`src/rtl/seg_pkg.sv`:
```
// seg_pkg: segment glyphs, the all-dark pattern and the scan state type
// shared by seg_scan_n and its hex decoder.
package seg_pkg;

   typedef enum logic {DEAD = 1'b0, ON = 1'b1} scan_state_e;

   localparam logic [7:0] SEG_OFF = 8'hFF;

   // Active-high segment patterns, bit 0 = a ... bit 6 = g.
   localparam logic [6:0] SEG_0 = 7'h3F;
   localparam logic [6:0] SEG_1 = 7'h06;
   localparam logic [6:0] SEG_2 = 7'h5B;
   localparam logic [6:0] SEG_3 = 7'h4F;
   localparam logic [6:0] SEG_4 = 7'h66;
   localparam logic [6:0] SEG_5 = 7'h6D;
   localparam logic [6:0] SEG_6 = 7'h7D;
   localparam logic [6:0] SEG_7 = 7'h07;
   localparam logic [6:0] SEG_8 = 7'h7F;
   localparam logic [6:0] SEG_9 = 7'h6F;
   localparam logic [6:0] SEG_A = 7'h77;
   localparam logic [6:0] SEG_B = 7'h7C;
   localparam logic [6:0] SEG_C = 7'h39;
   localparam logic [6:0] SEG_D = 7'h5E;
   localparam logic [6:0] SEG_E = 7'h79;
   localparam logic [6:0] SEG_F = 7'h71;

endpackage

```
`src/rtl/seg_hex_decode.sv`:
```
// seg_hex_decode: combinational hex nibble to active-high 7-segment pattern
// (full 0-F, lower-case b and d glyphs).
module seg_hex_decode
   import seg_pkg::*;
(
   input  logic [3:0] nibble,
   output logic [6:0] pattern
);

   always_comb begin
      // NOTE: default assigned before the case so no path leaves pattern unassigned (no latch).
      pattern = '0;
      case (nibble)
         4'h0: pattern = SEG_0;
         4'h1: pattern = SEG_1;
         4'h2: pattern = SEG_2;
         4'h3: pattern = SEG_3;
         4'h4: pattern = SEG_4;
         4'h5: pattern = SEG_5;
         4'h6: pattern = SEG_6;
         4'h7: pattern = SEG_7;
         4'h8: pattern = SEG_8;
         4'h9: pattern = SEG_9;
         4'hA: pattern = SEG_A;
         4'hB: pattern = SEG_B;
         4'hC: pattern = SEG_C;
         4'hD: pattern = SEG_D;
         4'hE: pattern = SEG_E;
         4'hF: pattern = SEG_F;
      endcase
   end

endmodule

```
`src/rtl/seg_scan_n.sv`:
```
// seg_scan_n: N-digit multiplexed seven-segment scan driver with dead time, blink,
// leading-zero suppression and frame-synchronous updates. SEG_BRIGHT_EN adds a bright[2:0] duty control.
module seg_scan_n
   import seg_pkg::*;
#(
   parameter int unsigned DIGITS      = 6,
   parameter int unsigned CLK_HZ      = 50_000_000,
   parameter int unsigned SCAN_HZ     = 1000,
   parameter int unsigned DEAD_CYCLES = 8,
   parameter int unsigned BLINK_HZ    = 2
) (
   input  logic                clk,
   input  logic                rst,
   input  logic [4*DIGITS-1:0] digit_data,
   input  logic [DIGITS-1:0]   dp_mask,
   input  logic [DIGITS-1:0]   blank_mask,
   input  logic [DIGITS-1:0]   blink_mask,
   input  logic                lz_en,
   input  logic                load,
`ifdef SEG_BRIGHT_EN
   input  logic [2:0]          bright,
`endif
   output logic [DIGITS-1:0]   seg_sel,
   output logic [7:0]          seg_led,
   output logic                frame_done
);

   localparam int unsigned DIV = CLK_HZ / SCAN_HZ;
   localparam int unsigned HB  = CLK_HZ / (2 * BLINK_HZ);
   localparam int unsigned SW  = (DIV > 1) ? $clog2(DIV) : 1;
   localparam int unsigned IW  = (DIGITS > 1) ? $clog2(DIGITS) : 1;
   localparam int unsigned BW  = (HB > 1) ? $clog2(HB) : 1;

   localparam logic [SW-1:0] SLOT_LAST  = SW'(DIV - 1);
   localparam logic [SW-1:0] SLOT_ON    = SW'(DEAD_CYCLES);
   localparam logic [IW-1:0] IDX_LAST   = IW'(DIGITS - 1);
   localparam logic [BW-1:0] BLINK_LAST = BW'(HB - 1);

   if (DIGITS == 0 || DIGITS > 8) begin : g_bad_digits
      $error("seg_scan_n: DIGITS must be in 1..8");
   end
   if (DIV < DEAD_CYCLES + 1) begin : g_bad_div
      $error("seg_scan_n: CLK_HZ/SCAN_HZ must be at least DEAD_CYCLES+1");
   end

   typedef struct packed {
      logic [4*DIGITS-1:0] data;
      logic [DIGITS-1:0]   dp;
      logic [DIGITS-1:0]   blank;
      logic [DIGITS-1:0]   blink;
`ifdef SEG_BRIGHT_EN
      logic [2:0]          bright;
`endif
   } disp_t;

   scan_state_e       state, state_next;
   logic [SW-1:0]     slot, slot_next;
   logic [IW-1:0]     idx, idx_next;
   logic [BW-1:0]     blink_cnt;
   logic              blink_ph;
   disp_t             pend, act, capt;
   logic [3:0]        cur_nib;
   logic              cur_dp, cur_dark, zero_above, in_window;
   logic [6:0]        pattern;
   logic [DIGITS-1:0] sel_next;
   logic [7:0]        led_next;

   always_comb begin
      slot_next = slot + SW'(1);
      idx_next  = idx;
      if (slot == SLOT_LAST) begin
         slot_next = '0;
         idx_next  = (idx == IDX_LAST) ? '0 : idx + IW'(1);
      end
      state_next = (slot_next < SLOT_ON) ? DEAD : ON;
   end

   assign frame_done = (slot == SLOT_LAST) && (idx == IDX_LAST);

   always_ff @(posedge clk) begin
      // NOTE: non-blocking assignments so every register samples pre-edge values.
      if (rst) begin
         state <= DEAD;
         slot  <= '0;
         idx   <= '0;
      end else begin
         state <= state_next;
         slot  <= slot_next;
         idx   <= idx_next;
      end
   end

   always_comb begin
      capt       = '0;
      capt.data  = digit_data;
      capt.dp    = dp_mask;
      capt.blank = blank_mask;
      capt.blink = blink_mask;
`ifdef SEG_BRIGHT_EN
      capt.bright = bright;
`endif
   end

   // Walk from the top digit down so zero_above covers nibbles i..DIGITS-1.
   always_comb begin
      zero_above = 1'b1;
      cur_nib    = 4'h0;
      cur_dp     = 1'b0;
      cur_dark   = 1'b0;
      for (int i = DIGITS - 1; i >= 0; i--) begin
         zero_above = zero_above & (act.data[4*i +: 4] == 4'h0);
         if (IW'(i) == idx) begin
            cur_nib  = act.data[4*i +: 4];
            cur_dp   = act.dp[i];
            cur_dark = act.blank[i] | (act.blink[i] & ~blink_ph)
                     | (lz_en & zero_above & (i != 0));
         end
      end
   end

   seg_hex_decode u_dec (
      .nibble  (cur_nib),
      .pattern (pattern)
   );

   always_comb begin
`ifdef SEG_BRIGHT_EN
      in_window = (32'(slot) - DEAD_CYCLES)
                < (((DIV - DEAD_CYCLES) * (32'(act.bright) + 32'd1)) >> 3);
`else
      in_window = 1'b1;
`endif
      sel_next = '1;
      led_next = SEG_OFF;
      if (state == ON && in_window) begin
         sel_next = ~(DIGITS'(1) << idx);
         if (!cur_dark) led_next = {~cur_dp, ~pattern};
      end
   end

   always_ff @(posedge clk) begin
      if (rst) begin
         blink_cnt <= '0;
         blink_ph  <= 1'b1;
         // NOTE: display buffers are reset so the first frame shows a defined "0" rather than X.
         pend      <= '0;
         act       <= '0;
         seg_sel   <= '1;
         seg_led   <= SEG_OFF;
      end else begin
         if (blink_cnt == BLINK_LAST) begin
            blink_cnt <= '0;
            blink_ph  <= ~blink_ph;
         end else begin
            blink_cnt <= blink_cnt + BW'(1);
         end
         if (frame_done) act <= pend;
         if (load) pend <= capt;
         seg_sel <= sel_next;
         seg_led <= led_next;
      end
   end

endmodule

```
`config.mk`:
```
export PLATFORM = sky130hd
export DESIGN_NAME = seg_scan_n
export DESIGN_NICKNAME = d
export VERILOG_FILES = /design/src/rtl/seg_pkg.sv /design/src/rtl/seg_hex_decode.sv /design/src/rtl/seg_scan_n.sv
export SDC_FILE = /design/constraint.sdc
export NUM_CORES = 1
export LEC_CHECK = 0
export ABC_AREA = 1
export BUFFER_PORTS_ARGS = -buffer_cell sky130_fd_sc_hd__buf_2
export CORE_UTILIZATION = 45
export CTS_BUF_LIST = sky130_fd_sc_hd__clkbuf_2
export DETAILED_ROUTE_END_ITERATION = 10
export MAX_ROUTING_LAYER = met4
export PLACE_DENSITY = 0.72
export RECOVER_POWER = 50
export SYNTH_ARGS = -nofsm -noshare
export SYNTH_HDL_FRONTEND = slang
export SYNTH_HIERARCHICAL = 1
export SYNTH_SLANG_ARGS = --single-unit
```
`constraint.sdc`:
```
create_clock -name clk -period 2.85 [get_ports clk]
set_input_delay 0.4275 -clock clk [delete_from_list [all_inputs] [get_ports clk]]
set_output_delay 0.4275 -clock clk [all_outputs]
set_load 0.05 [all_outputs]
```
* Word-level counts from Yosys, hierarchy flattened
Memory sizes are Yosys's and may differ from the RTL's.
Cells that the tools add are included.
** Word-level totals
- Latch bits :: 0
- ROM bits :: 112
- Memories :: 1
- RAM bits :: 0
- Output and inout port bits :: 15
- Bits of input ports :: 46
- Bits in registers :: 143
** Operators by class
- $lt $le $gt $ge :: 1
- Multiplexer cells :: 21
- Divide/modulo/power cells :: 0
- Bitwise gates (word level) :: 31
- Multipliers :: 0
- Shift operators :: 1
- Equal/unequal tests :: 8
- Reductions and logical operators :: 10
- Add/subtract/negate cells :: 3
** Memories
- (name not given) :: depth 16, bits a word 7, rd ports 1, clocked after memory_dff 0, write ports 0, line seg_hex_decode.sv:13 : case (nibble)
** Operators by type and width (count)
- $add 24x1->24 const B :: 1
- $eq 24x24->1 const B :: 1
- $mux 4 :: 6
- $logic_not 4->1 :: 5
- $add 16x1->16 const B :: 1
- $eq 16x16->1 const B :: 1
- $lt 16x4->1 const B :: 1
- $mux 16 :: 1
- $and 1x1->1 :: 15
- $mux 1 :: 13
- $or 1x1->1 :: 11
- $not 7->7 :: 1
- $eq 2x3->1 const A :: 2
- $eq 3x3->1 const A :: 2
- $not 6->6 :: 1
- $shl 1x3->6 const A :: 1
- $reduce_or 2->1 :: 2
- $add 3x1->3 const B :: 1
- $eq 1x3->1 const A :: 1
- $eq 3x3->1 const B :: 1
- $logic_not 3->1 :: 1
- $mux 3 :: 1
- $not 1->1 :: 3
- $reduce_or 3->1 :: 1
- $logic_and 1x1->1 :: 1

* Longest topological paths before layout
Gate-level depths: netlist of run 1.
- Depth after elaboration :: 11
- Gate-level depth with buffers :: 17
- Depth with buffers taken out :: 16

* Hierarchy
Netlist of run 1, hierarchy kept.
** By module, submodules not included
- seg_scan_n :: sequential area each 2862.7 µm², instances 1, area each 6067.1 µm², cells an instance 827
- seg_hex_decode :: sequential area each 0.0 µm², instances 1, area each 270.3 µm², cells an instance 52

* Worst setup path before layout of run 1
OpenSTA, ideal clock, no wires.
- Kind :: flip-flop to flip-flop
- Start :: register idx[2]
- End :: register seg_led[3]
- Library setup time :: 0.133 ns
- Data arrival time :: 2.252 ns
- Slack :: 0.465 ns
- Stages on the path, launching flop included :: 16
- Data required time :: 2.717 ns
- Period minus slack after synthesis :: 2.385 ns
- Path through :: dfxtp_1 inv_2 ha_1 clkbuf_1 a21oi_1 o21ai_0 o21ai_0 nand2_1 a21oi_1 inv_1 ha_1 nand2_1 o21ai_0 nand2_1 nand2_1 nand3_1
** Between the ends
- Longest elaborated chain between the ends :: 9
** Ends and longest elaborated chain
- start: declaration :: line seg_scan_n.sv:58 : logic [IW-1:0] idx, idx_next;
- start signal: assignment :: line seg_scan_n.sv:89 : idx <= idx_next;
- $eq 3x3->1 :: line seg_scan_n.sv:112 : if (IW'(i) == idx) begin
- $mux 4 (5 in series) :: line seg_scan_n.sv:112
- $mux 4 * :: line seg_scan_n.sv:112
- net cur_nib[0] :: line seg_scan_n.sv:62 : logic [3:0] cur_nib;
- $mem_v2 16x7 *
- net pattern[3] :: line seg_scan_n.sv:64 : logic [6:0] pattern;
- $not 7->7 * :: line seg_scan_n.sv:137 : if (!cur_dark) led_next = {~cur_dp, ~pattern};
- end signal: assignment :: line seg_scan_n.sv:160 : seg_led <= led_next;
- end: declaration :: line seg_scan_n.sv:24 : output logic [7:0] seg_led,
Mark *: on every way through the listed nets, which the timed path passes. The rest lies on a longest branch.
A chain may end at the register's enable or synchronous reset.

* Worst setup path after layout of run 1
- Start :: register slot[0]
- End :: output port frame_done
** Between the ends
- Longest elaborated chain between the ends :: 2
** Ends and longest elaborated chain
- start: declaration :: line seg_scan_n.sv:57 : logic [SW-1:0] slot, slot_next;
- start signal: assignment :: line seg_scan_n.sv:88 : slot <= slot_next;
- $eq 16x16->1 :: line seg_scan_n.sv:78 : assign frame_done = (slot == SLOT_LAST) && (idx == IDX_LAST);
- $logic_and 1x1->1 :: line seg_scan_n.sv:78
- end: declaration :: line seg_scan_n.sv:25 : output logic frame_done
No other way between the ends.

==> results.md, run 1 <==
- The flow ran to the end, and the final reports show no timing, DRC or antenna violations.
- The required time of the critical path is 2.42 ns.
- The signed area change from the synthesized netlist to the final layout is 16.8%.
- The worst path needs 2.67 ns of the cycle, external delays included.
- The number of antenna repair diodes is 0.
- The placer's final routability congestion estimate is 0.882.
- The die covers 0.0146 sq mm.
- The critical path is of the reg -> out type.
- The post-detailed-routing wire length is 14.2 mm.
- The area of the placeable core is 0.0135 sq mm.
- Across the VDD grid, the largest voltage drop is 0.000302 V.
- The post-synthesis sequential element count is 143.
- 61 I/O pins were placed.
- The number of clock sinks is 143.
- In the routed design, unresolved DRC markers number 0.
- The total count of max-transition violations in the final report was 0.
- Once layout is complete, the utilization of the core stands at 54.8%.
- Summed over all failing endpoints, the final setup total negative slack is 0 ns.
- Setup repair after global routing left no endpoint under its margin.
- A synthesized cell averages 7.21 sq um.
- The via count of the first global-routing pass is 5382.
- The clock tree root driver cell is sky130_fd_sc_hd__clkbuf_2.
- The violation count after the first detailed-route iteration is 482.
- After floorplanning, the core was divided into 42 placement rows.
- The clock passes through at most 2 buffers.
- When the netlist entered floorplanning its net count stood at 935.
- The sequential area share after synthesis is 45.2%.
- Counting flops with a built-in enable in the synthesized netlist gives 0.
- The async set or reset register ratio after synthesis is 0%.
- The net count of the finished layout is 1033.
- The peak fanout along the critical path is 11.
- The overall routing resource usage is 22.0%.
- TritonCTS built the clock tree.
- During synthesis, Yosys emitted a total of 6 warnings.
- In this run the static leakage power is 3.24 nW.
- The number of different library cells used by synthesis comes to 39.
- After layout, the worst path uses 93.7% of the clock period.
- The die boundary width is 121 um.
- The arrival time at the worst endpoint is 2.24 ns.
- Setup violations remaining at the end of the flow were counted as 0.
- Among all flip-flop cells after synthesis, the most frequent one is sky130_fd_sc_hd__dfxtp_1.
- Across the run, the number of max-cap violations was 0.
- The global route total overflow is 0.
- The type of element launching the critical path is a flop.
- In this run, CTS created clock tree buffers numbering 17.
- The number of antenna violations at the first check in global routing was 0.
- The worst pin sits at a relative slew slack of 35.4%.
- The count of endpoints failing hold in the final timing report is 0.
- The power density over the cells is 469 mW/mm^2.
- Leaving out fill and tap cells, the most frequent cells in the layout are sky130_fd_sc_hd__nor2_1, sky130_fd_sc_hd__nand2_1, sky130_fd_sc_hd__dfxtp_1.
- The average wire per cell in the routed design is 12.2 um.
- The clock insertion delay at the later pin of the skew report is 0.70 ns.
- The count of port buffers added during placement is 60.
- The most common cell after layout, fill and taps aside is sky130_fd_sc_hd__nor2_1.
- The worst clock skew is 0.0309 ns.
- At the pin with the least slew margin, the transition time is 0.968 ns.
- Once detail routing completed, the nets flagged for antenna violations numbered 0.
- The H-tree was split into 4 levels.
- Across all layers, the routed design uses 5673 vias.
- The pre-antenna-repair detailed-routing pass consisted of 5 iterations.
- The clock transition at the register clock pins on the worst setup and hold paths after CTS is 0.19 ns.
- The wire-length estimate of the detail-placed layout is 9.56 mm.
- The timing-limited maximum frequency is 375 MHz.
- The final worst hold slack is 0.167 ns.
- STA classifies the critical path endpoint as an output port.
- After synthesis the cells add up to 0.00634 sq mm.
- The routed via count divided by cell count is 4.87.
- Cells with a size suffix above 1 make up 12.7% of the layout.
- The count of filler cells inserted in the layout is 1303.
- The number of instances in the synthesized netlist is 879.
- The worst hold-check path type is in -> reg.
- The chip height is 121 um.
- Entering global routing, the biggest net connects 74 pins.
- The starting density of the core is 46.9%.
- The first global-routing pass estimated 24.8 mm of wire.
## timing repair
item | 4_1_cts | 5_1_grt
hold buffers | 43 | 0
endpoints found under the setup margin | 1 | 0
endpoints found under the hold margin | 49 | 0
setup buffers | 1 | 0
gates resized for setup | 2 | 0
## registers in the layout (all words and copies together), names as in the netlist, 3 cells and up
| name | flops |
|---|---|
| slot | 16 |
| seg_led | 8 |
| act | 42 |
| blink_cnt | 24 |
| pend | 42 |
| seg_sel | 6 |
| idx | 3 |
## power breakdown
| group | switching (mW) | internal [mW] |
|---|---|---|
| clock | 0.708 | 0.484 |
| sequential | 0.0258 | 2.05 |
| combinational | 0.103 | 0.0990 |
## final cells by class
type | instances | area, sq um | area share (%)
flip-flops and latches | 143 | 2860 | 38.7
repair buffers | 108 | 766 | 10.3
clock buffers | 19 | 95.1 | 1.28
well taps | 176 | 220 | 2.97
clock inverters | 12 | 143 | 1.93
inverters | 91 | 344 | 4.65
multi-input cells | 616 | 2970 | 40.1
## logic make-up after synthesis
kind of cell / after synthesis / synth area share [%]
and+or+nand+nor: 432 / 30.0
AOI/OAI and AO/OA: 161 / 13.2
DFF: 143 / 45.2
buffers and inverters: 121 / 8.02
xor gates and xnor gates: 12 / 1.66
adders and majority gates: 10 / 1.97
## synthesized netlist by cell type, types with 2 or more instances
library cell | instances | area (sq um)
sky130_fd_sc_hd__o21ai_0 | 91 | 455
sky130_fd_sc_hd__o32ai_1 | 2 | 17.5
sky130_fd_sc_hd__o21ai_1 | 6 | 30.0
sky130_fd_sc_hd__or2_2 | 3 | 18.8
sky130_fd_sc_hd__nor2_4 | 4 | 45.0
sky130_fd_sc_hd__nand3_2 | 4 | 40.0
sky130_fd_sc_hd__nor3_4 | 3 | 48.8
sky130_fd_sc_hd__o211ai_1 | 2 | 15.0
sky130_fd_sc_hd__inv_2 | 7 | 26.3
sky130_fd_sc_hd__dfxtp_1 | 143 | 2860
sky130_fd_sc_hd__o22ai_1 | 4 | 25.0
sky130_fd_sc_hd__nand2_1 | 143 | 537
sky130_fd_sc_hd__nand3_1 | 49 | 245
sky130_fd_sc_hd__nor3_1 | 12 | 60.1
sky130_fd_sc_hd__nand4_1 | 9 | 56.3
sky130_fd_sc_hd__buf_2 | 5 | 25.0
sky130_fd_sc_hd__buf_6 | 5 | 56.3
sky130_fd_sc_hd__o21a_1 | 2 | 15.0
sky130_fd_sc_hd__xnor2_1 | 2 | 17.5
sky130_fd_sc_hd__nand2_2 | 3 | 18.8
sky130_fd_sc_hd__clkbuf_1 | 18 | 67.6
sky130_fd_sc_hd__nor2_1 | 191 | 717
sky130_fd_sc_hd__nand2_4 | 2 | 22.5
sky130_fd_sc_hd__inv_1 | 81 | 304
sky130_fd_sc_hd__nor2_2 | 3 | 18.8
sky130_fd_sc_hd__clkinv_1 | 2 | 7.51
sky130_fd_sc_hd__xor2_1 | 10 | 87.6
sky130_fd_sc_hd__a21oi_1 | 52 | 260
sky130_fd_sc_hd__ha_1 | 10 | 125
sky130_fd_sc_hd__buf_4 | 2 | 15.0
## worst max-delay path, stage by stage, from the launching register on
cell                      delay (ns)
sky130_fd_sc_hd__dfxtp_2        0.42
sky130_fd_sc_hd__ha_1           0.26
sky130_fd_sc_hd__nand3_1        0.16
sky130_fd_sc_hd__nor2_2         0.18
sky130_fd_sc_hd__nand2_4        0.15
sky130_fd_sc_hd__nor2_8         0.16
sky130_fd_sc_hd__buf_4          0.22
## path summary, 6_finish.rpt
path	from	endpoint	slack, ns	depth (start not counted)
max	slot[0]	frame_done	0.18	6
min	load	pend[4]	0.17	4
max reg2reg	idx[0]	seg_led[3]	0.29	15
min reg2reg	slot[0]	slot[0]	0.48	1
## layer usage
layer | wire [um] | track usage [%] | up-vias
met5 | 0 | - | -
met4 | 331 | 9.26 | 0
met3 | 531 | 4.67 | 27
met2 | 6360 | 33.5 | 123
met1 | 6950 | 28.3 | 2508
li1 | - | - | 3015
## metrics by stage
| stage | power [mW] | std cells | instance area (sq um) | setup slack, ns |
|---|---|---|---|---|
| floorplan | 2.21 | 879 | 6340 | 0.465 |
| global placement | 2.27 | 1089 | 6740 | 0.429 |
| detailed placement | 2.27 | 1089 | 6740 | 0.341 |
| CTS | 3.51 | 1165 | 7430 | 0.0922 |
| global route | 3.63 | 1165 | 7400 | 0.000581 |
| finish | 3.47 | 1165 | 7400 | 0.180 |
Note: power is estimated with default switching activity, not from simulation.
==> inputs of run 2 (changes only) <==
- PLACE_DENSITY: 0.72 -> unset
==> run 2 against run 1 <==
Effect of this change: core utilization up 0.32 points; die area did not move; via count up 2.2%; sequential share of layout area is 0.20 points lower; sequential cell count stayed put; hold slack got worse by 0.013 ns; clock power rose by 4%; clock skew up 0.0075 ns; critical path depth is the same; worst setup slack lost 0.026 ns; total power is 1.6% higher; critical path type unchanged; largest cell class unchanged.
==> results.md, run 2 (same netlist as run 1, synthesis figures left out) <==
- The run finished with clean final reports.
- The clock tree from TritonCTS is built.
- The tightest min-delay check is of the in -> reg type.
- The clock insertion delay at the later pin of the skew report came to 0.72 ns (+0.02 ns).
- The routed via count came to 5795 (+2.2%).
- The global route total overflow is 0 (unchanged).
- The sort of element at the end of the critical path is an output port.
- The net switching power figure is 883 uW (+5.6%).
- The fraction of final layout cells sized beyond drive strength 1 is 13.5% (+0.78 points).
- The clock transition at the register clock pins on the worst setup and hold paths after CTS was 0.22 ns (+0.03 ns).
- The deepest level of the CTS H-tree is 4 (unchanged).
- The largest net degree at the start of global routing is 80 (+8.1%).
- The global-route track usage on met2 is 35.1% (+1.6 points).
- The detailed placement HPWL was 10.2 mm (+6.6%).
- The average wire per cell in the routed design is 12.6 um (+4.0%).
- The first-pass GRT wire length was 24.5 mm (-1.2%).
- The number of cell rows came to 42 (unchanged).
- The chip height is 121 um (unchanged).
- The routed via count divided by cell count is 4.96 (+1.9%).
- The remaining antenna violation count came to 0 (unchanged).
- The net count of the finished layout is 1034 (+0.097%).
- The full die area came to 0.0146 sq mm (unchanged).
- The count of filler cells inserted in the layout was 1305 (+0.15%).
- The switching part of the total power is 25.0% (+0.95 points).
- Compared with the post-synthesis result, the final layout area differs by 17.5%.
- The biggest cell delay along the critical path came to 0.42 ns (about the same).
- The tree is rooted in a sky130_fd_sc_hd__clkbuf_2.
- The via count of the first global-routing pass is 5237 (-2.7%).
- The critical path is of the reg -> out type.
- The required time of the critical path was 2.42 ns (about the same).
- The number of clock sinks is 143 (unchanged).
- The routing usage on met1 is 27.6% (-0.72 points).
- The power density over the cells came to 473 mW/mm^2 (+0.98%).
- The number of max-cap violations is 0 (unchanged).
- The part of the total power dissipated in sequential elements was 59.0% (-0.9 points).
- The final standard cell utilization of the core is 55.1% (+0.32 points).
- The peak fanout along the critical path was 11 (unchanged).
- The clock group share of total power is 35.2% (+0.9 points).
- The violation count after the first detailed-route iteration is 392 (-19%).
- In the layout the commonest cells are sky130_fd_sc_hd__nor2_1, sky130_fd_sc_hd__nand2_1, sky130_fd_sc_hd__dfxtp_1.
- The residual DRC count is 0 (unchanged).
- The signal on the critical path passes through ha_2 > nand3_1 > nor2_2 > nand2_4 > nor2_8 > buf_6.
- The number of antenna violations at the first check in global routing came to 1 (+1).
- The reported leakage power came to 3.24 nW (about the same).
- The transition at the pin with the smallest max-transition slack is 1.19 ns (+0.225 ns).
- The count of port buffers added during placement is 60 (unchanged).
- Setup repair after global routing could not meet its margin everywhere.
- The final period utilization is 94.6% (+0.91 points).
- The deepest clock path buffer count was 2 (unchanged).
- met2 is the most crowded layer.
- The arrival time at the worst endpoint is 2.27 ns (+0.03 ns).
- The internal power of the cells is 2.64 mW (+0.29%).
- The library cell used most frequently in the layout, excluding fill and tap cells, is sky130_fd_sc_hd__nor2_1.
- The count of endpoints failing hold in the final timing report is 0 (unchanged).
- The met3 track demand over resource is 5.05% (+0.38 points).
- The number of setup violations in the final report is 0 (unchanged).
- The post-detailed-routing wire length is 14.8 mm (+4.2%).
- The area of the placeable core is 0.0135 sq mm (unchanged).
- The combined buffer and inverter count along the critical path is 1 (unchanged).
- The post-layout minimum cycle time is 2.70 ns (+0.0260 ns).
- The worst-case vdd ir drop is 0.000375 V (+24%).
- The overall routing resource usage came to 21.9% (-0.083 points).
- The overall power of the completed layout is 3.52 mW (+1.6%).
- The first-pass iteration count of the detailed router was 6 (+1).
- The placer's final routability congestion estimate is 0.841 (-4.7%).
- The highest-delay cell along the critical path is sky130_fd_sc_hd__dfxtp_2.
- The starting density of the core was 46.9% (unchanged).
- The total cell area at the placement stage is 0.00674 sq mm (about the same).
- The kind of cell adding the most delay to the critical path is simple AND/OR/NAND/NOR gates.
- The total CTS buffers is 17 (unchanged).
- The timing-limited maximum frequency is 371 MHz (-0.97%).
- The part of the total power dissipated in combinational logic was 5.8% (about the same).
- In the final layout, the registers with the most flip-flops are act (42), pend (42), blink_cnt (24).
- The worst clock skew is 0.0384 ns (+0.00751 ns).
- The type of element launching the critical path is a flop.
- The total count of max-transition violations in the final report is 0 (unchanged).
- The final instance area is 0.00744 sq mm (+0.57%).
- The die boundary width is 121 um (unchanged).
- The number of I/O pins is 61 (unchanged).
- The relative max-transition margin is 20.5% (-15 points).
==> run 2: cell count changes in the layout (fill, tap and decap cells not counted), sizes merged <==
cell	before	now
clkinvlp	1	5
buf	63	66
clkinv	8	5
clkbuf	21	20
diode	0	1
dlygate4sd3	43	42
inv	91	92
nor2	200	199
==> run 2: layer usage <==
metal	up-vias	part of all wire, %
met5	-	0
met4	0	1.2
met3	16	3.3
met2	108	48
met1	2652	48
li1	3019	-
==> run 2: power by group through the flow <==
stage	sequential, mW	clock (mW)	combinational, mW
2_1_floorplan	2.11	0	0.101
3_3_place_gp	2.12	0	0.154
3_5_place_dp	2.12	0	0.158
4_1_cts	2.08	1.27	0.203
5_1_grt	2.09	1.38	0.232
6_report	2.08	1.24	0.204
==> run 2: cell type report <==
type	instances	area, sq um	area share (%)
Clock inverter	14	166	2.24
Antenna cell	1	2.50	0.0336
Multi-Input combinational cell	615	2970	39.9
Clock buffer	18	90.1	1.21
Sequential cell	143	2870	38.5
Inverter	91	344	4.62
Timing Repair Buffer	110	783	10.5
Tap cell	176	220	2.96
==> run 2: worst reg2reg max path, delay by kind of cell (launching register included) <==
kind                     cells  cell delay [ns]
flip-flops                   1             0.53
AND/OR/NAND/NOR              6             0.42
adder cells (fa/ha/maj)      2             0.62
AO/OA/AOI/OAI                4             0.61
buffers and inverters        2             0.22
==> run 2: path summary, 6_finish.rpt <==
path	start	to	slack (ns)	cells after the start
setup / recovery	slot[0]	frame_done	0.15	6
hold / removal	load	pend[39]	0.15	3
setup reg to reg	idx[0]	seg_led[3]	0.35	14
hold reg to reg	blink_cnt[0]	blink_cnt[0]	0.49	1
==> run 2: metrics by stage <==
step           hold WS (ns)  std cells  setup TNS [ns]  setup WS [ns]
3_5_place_dp          0.449       1091               0          0.288
6_report              0.155       1168               0          0.154
2_1_floorplan         0.429        879               0          0.465
4_1_cts              0.0299       1165               0        0.00140
5_1_grt              0.0912       1168         -0.0375        -0.0375
3_3_place_gp          0.440       1091               0          0.356
==> run 2: what timing repair did <==
action                                 4_1_cts  5_1_grt
buffers inserted                             0        2
gates resized for setup                      2        4
hold buffers                                42        0
setup endpoints to repair                    1        7
pin swaps                                    0        1
endpoints found under the hold margin       42        0
==> inputs of run 3 (changes only) <==
- ABC_AREA: 1 -> 0
- PLACE_DENSITY: unset -> 0.66
==> run 3 against run 2 <==
Effect of this change: the flow now finishes with violations (capacitance limit, slew limit, setup timing); combinational power barely moved; clock power barely moved; synthesized cell count fell by 20%; design area rose by 0.94%; sequential power barely moved; die area rose by 1.2%; area after synthesis rose by 1.2%; critical path type unchanged; largest cell class unchanged; largest power group unchanged.
==> results.md, run 3 <==
- The first-pass iteration count of the detailed router is 4 (-2).
- The deepest clock path buffer count is 2 (unchanged).
- The count of filler cells inserted in the layout is 1282 (-1.8%).
- The transition at the pin with the smallest max-transition slack is 1.78 ns (+0.583 ns).
- The timing startpoint of the critical path is slot[11].
- The number of enable flip-flop cells after synthesis is 0 (unchanged).
- The flow ran to the end, but the final reports show violations.
- The clock tree from TritonCTS is built.
- STA classifies the critical path endpoint as an output port.
- In the post-synthesis netlist, the cell with the most instances is sky130_fd_sc_hd__dfxtp_1.
- Ranked by instance count, the synthesized netlist is headed by sky130_fd_sc_hd__dfxtp_1, sky130_fd_sc_hd__nand2_1, sky130_fd_sc_hd__nor2_1.
- The area of combinational cells with multiple inputs is 0.00326 sq mm (+9.6%).
- The overall power of the completed layout is 3.55 mW (+0.68%).
- The reported leakage power is 2.87 nW (-11%).
- The largest net degree at the start of global routing is 74 (-7.5%).
- The power density over the cells is 472 mW/mm^2 (-0.26%).
- The relative max-transition margin came to -18.4% (-39 points).
- The global route total overflow is 0 (unchanged).
- The detailed placement HPWL came to 9.57 mm (-6.1%).
- The average wire per cell in the routed design is 13.8 um (+9.4%).
- The net count of the finished layout is 857 (-17%).
- The timing-limited maximum frequency is 336 MHz (-9.5%).
- The starting density of the core was 46.2% (-0.70 points).
- The number of instances in the synthesized netlist came to 705 (-20%).
- The number of antenna violations at the first check in global routing is 0 (-1).
- The worst reg-to-reg setup slack is 0.23 ns (-0.12 ns).
- The chip height was 121 um (+0.61%).
- The signed area change from the synthesized netlist to the final layout is 17.1%.
- After synthesis, the cell types taking the most area are sky130_fd_sc_hd__dfxtp_1, sky130_fd_sc_hd__mux2i_1, sky130_fd_sc_hd__nand2_1.
- The final period utilization is 105% (+9.9 points).
- The required time of the critical path is 2.42 ns (about the same).
- The net count of the mapped netlist is 761 (-19%).
- The worst clock skew is 0.0241 ns (-0.0143 ns).
- The overall routing resource usage is 20.4% (-1.5 points).
- The setup slack after layout is -0.130 ns (-0.284 ns).
- The number of max-cap violations is 1 (+1).
- The class of the most critical setup path is reg -> out.
- The library cells used most frequently in the layout, excluding fill and tap cells, are sky130_fd_sc_hd__dfxtp_1, sky130_fd_sc_hd__nand2_1, sky130_fd_sc_hd__nor2_1.
- The area of the placeable core was 0.0139 sq mm (+2.8%).
- The post-layout minimum cycle time is 2.98 ns (+0.284 ns).
- The sequential area share after synthesis was 44.6% (-0.55 points).
- The checks that failed: capacitance limit, slew limit, setup timing.
- The largest total area in the synthesized netlist belongs to sky130_fd_sc_hd__dfxtp_1.
- The residual DRC count is 0 (unchanged).
- The deepest level of the CTS H-tree is 4 (unchanged).
- The largest registers in the layout are act (42), pend (42), blink_cnt (24).
- The area of the mapped netlist is 0.00642 sq mm (+1.2%).
- The remaining antenna violation count is 0 (unchanged).
- The die boundary width is 121 um (+0.61%).
- The routed via count is 5088 (-12%).
- The number of setup violations in the final report is 1 (+1).
- The fraction of final layout cells sized beyond drive strength 1 is 21.4% (+7.9 points).
- The post-detailed-routing wire length came to 13.7 mm (-7.0%).
- The cell sitting at the root of the clock tree is a sky130_fd_sc_hd__clkbuf_2.
- The count of endpoints failing hold in the final timing report is 0 (unchanged).
- The count of different cell masters after synthesis is 61 (+56%).
- The total count of max-transition violations in the final report is 74 (+74).
- The worst hold-check path type is in -> reg.
- The placed instance count came to 917 (-16%).
- The count of port buffers added during placement came to 60 (unchanged).
- The peak fanout along the critical path is 2 (-9).
- The count of synthesis-stage warnings from yosys is 6 (unchanged).
- The arrival time at the worst endpoint is 2.55 ns (+0.28 ns).
- The per-instance average area after synthesis is 9.10 sq um (+26%).
- The number of antenna repair diodes is 0 (-1).
- The total CTS buffers is 17 (unchanged).
- The number of standard cells in the final layout excluding fillers is 993 (-15%).
- The async set or reset register ratio after synthesis is 0% (unchanged).
- The area share of the largest cell type after synthesis is 44.6% (-0.55 points).
- The placer's final routability congestion estimate is 0.862 (+2.5%).
- The type of element launching the critical path is a flop.
- The post-synthesis sequential element count came to 143 (unchanged).
- The number of clock sinks came to 143 (unchanged).
- The routed via count divided by cell count was 5.12 (+3.3%).
- The sequential standard cell area is 0.00287 sq mm (+0.17%).
- The violation count after the first detailed-route iteration came to 306 (-22%).
- The full die area is 0.0147 sq mm (+1.2%).
- The clock transition at the register clock pins on the worst setup and hold paths after CTS is 0.19 ns (-0.03 ns).
- The startpoint identified for the worst hold timing path is rst.
- The first-pass GRT wire length is 23.1 mm (-5.8%).
- The via count of the first global-routing pass came to 4886 (-6.7%).
- The clock insertion delay at the later pin of the skew report was 0.67 ns (-0.05 ns).
- The worst-case vdd ir drop is 0.000294 V (-22%).
- Setup repair after global routing could not meet its margin everywhere.
- The most common cell after layout, fill and taps aside is sky130_fd_sc_hd__dfxtp_1.
- The launching point of the worst reg2reg path is idx[2].
- The number of cell rows is 43 (+2.4%).
- The number of I/O pins was 61 (unchanged).
- The leading register cell type out of synthesis is sky130_fd_sc_hd__dfxtp_1.
[run 3: cells by family (layout without fill, tap and decap cells)]
group	Yosys count	in the layout	share of synthesized area, %
XOR/XNOR	39	39	5.32
flip-flops	143	143	44.6
multiplexers	61	61	10.0
AND/OR/NAND/NOR	311	311	22.5
AO/OA/AOI/OAI	87	87	10.5
adder cells (fa/ha/maj)	10	10	1.95
buffers and inverters	54	162	5.11
[run 3: layer usage]
layer / wire length [um] / vias to the layer above / GRT usage [%]
li1: - / 2585 / -
met2: 6360 / 94 / 31.5
met5: 0 / - / -
met1: 6570 / 2396 / 26.1
met3: 604 / 13 / 5.08
met4: 204 / 0 / 6.40
[run 3: what timing repair did]
item / 4_1_cts / 5_1_grt
setup endpoints to repair: 1 / 5
setup buffers: 3 / 0
hold endpoints to repair: 42 / 0
hold buffers: 42 / 0
pin swaps: 4 / 1
gates resized for setup: 8 / 5
[run 3: per-stage QoR]
step	hold slack (ns)	TNS, ns	setup slack (ns)	instance area (sq um)	util (%)
floorplan	0.413	0	0.0242	6420	-
global placement	0.425	0	0.290	6770	48.8
detailed placement	0.434	0	0.188	6770	48.8
CTS	0.0378	-0.198	-0.198	7500	54.0
global route	0.0381	-0.274	-0.273	7510	54.1
finish	0.101	-0.130	-0.130	7510	54.1
[run 3: cell type report]
| cell class | instances | share of cell area [%] |
|---|---|---|
| flip-flops and latches | 143 | 38.2 |
| clock buffers | 19 | 1.27 |
| repair buffers | 120 | 11.4 |
| inverters | 11 | 0.549 |
| clock inverters | 12 | 2.25 |
| multi-input cells | 508 | 43.3 |
| well taps | 180 | 3.00 |
[run 3: worst paths after layout]
check,end,depth (start not counted)
min,act[33],2
max,frame_done,5
max reg2reg,seg_led[3],10
min reg2reg,slot[0],1
[run 3: critical path: stages (launching register included)]
cell,delay [ns]
sky130_fd_sc_hd__dfxtp_4,0.38
sky130_fd_sc_hd__or4_4,0.53
sky130_fd_sc_hd__or4_4,0.44
sky130_fd_sc_hd__nor4_4,0.16
sky130_fd_sc_hd__and3_4,0.23
sky130_fd_sc_hd__buf_8,0.14
[run 3: power by group]
| part | total, mW | switching (mW) | internal, mW |
|---|---|---|---|
| combinational | 0.206 | 0.0977 | 0.109 |
| clock | 1.27 | 0.700 | 0.572 |
| sequential | 2.07 | 0.0265 | 2.04 |
| total | 3.55 | 0.824 | 2.72 |
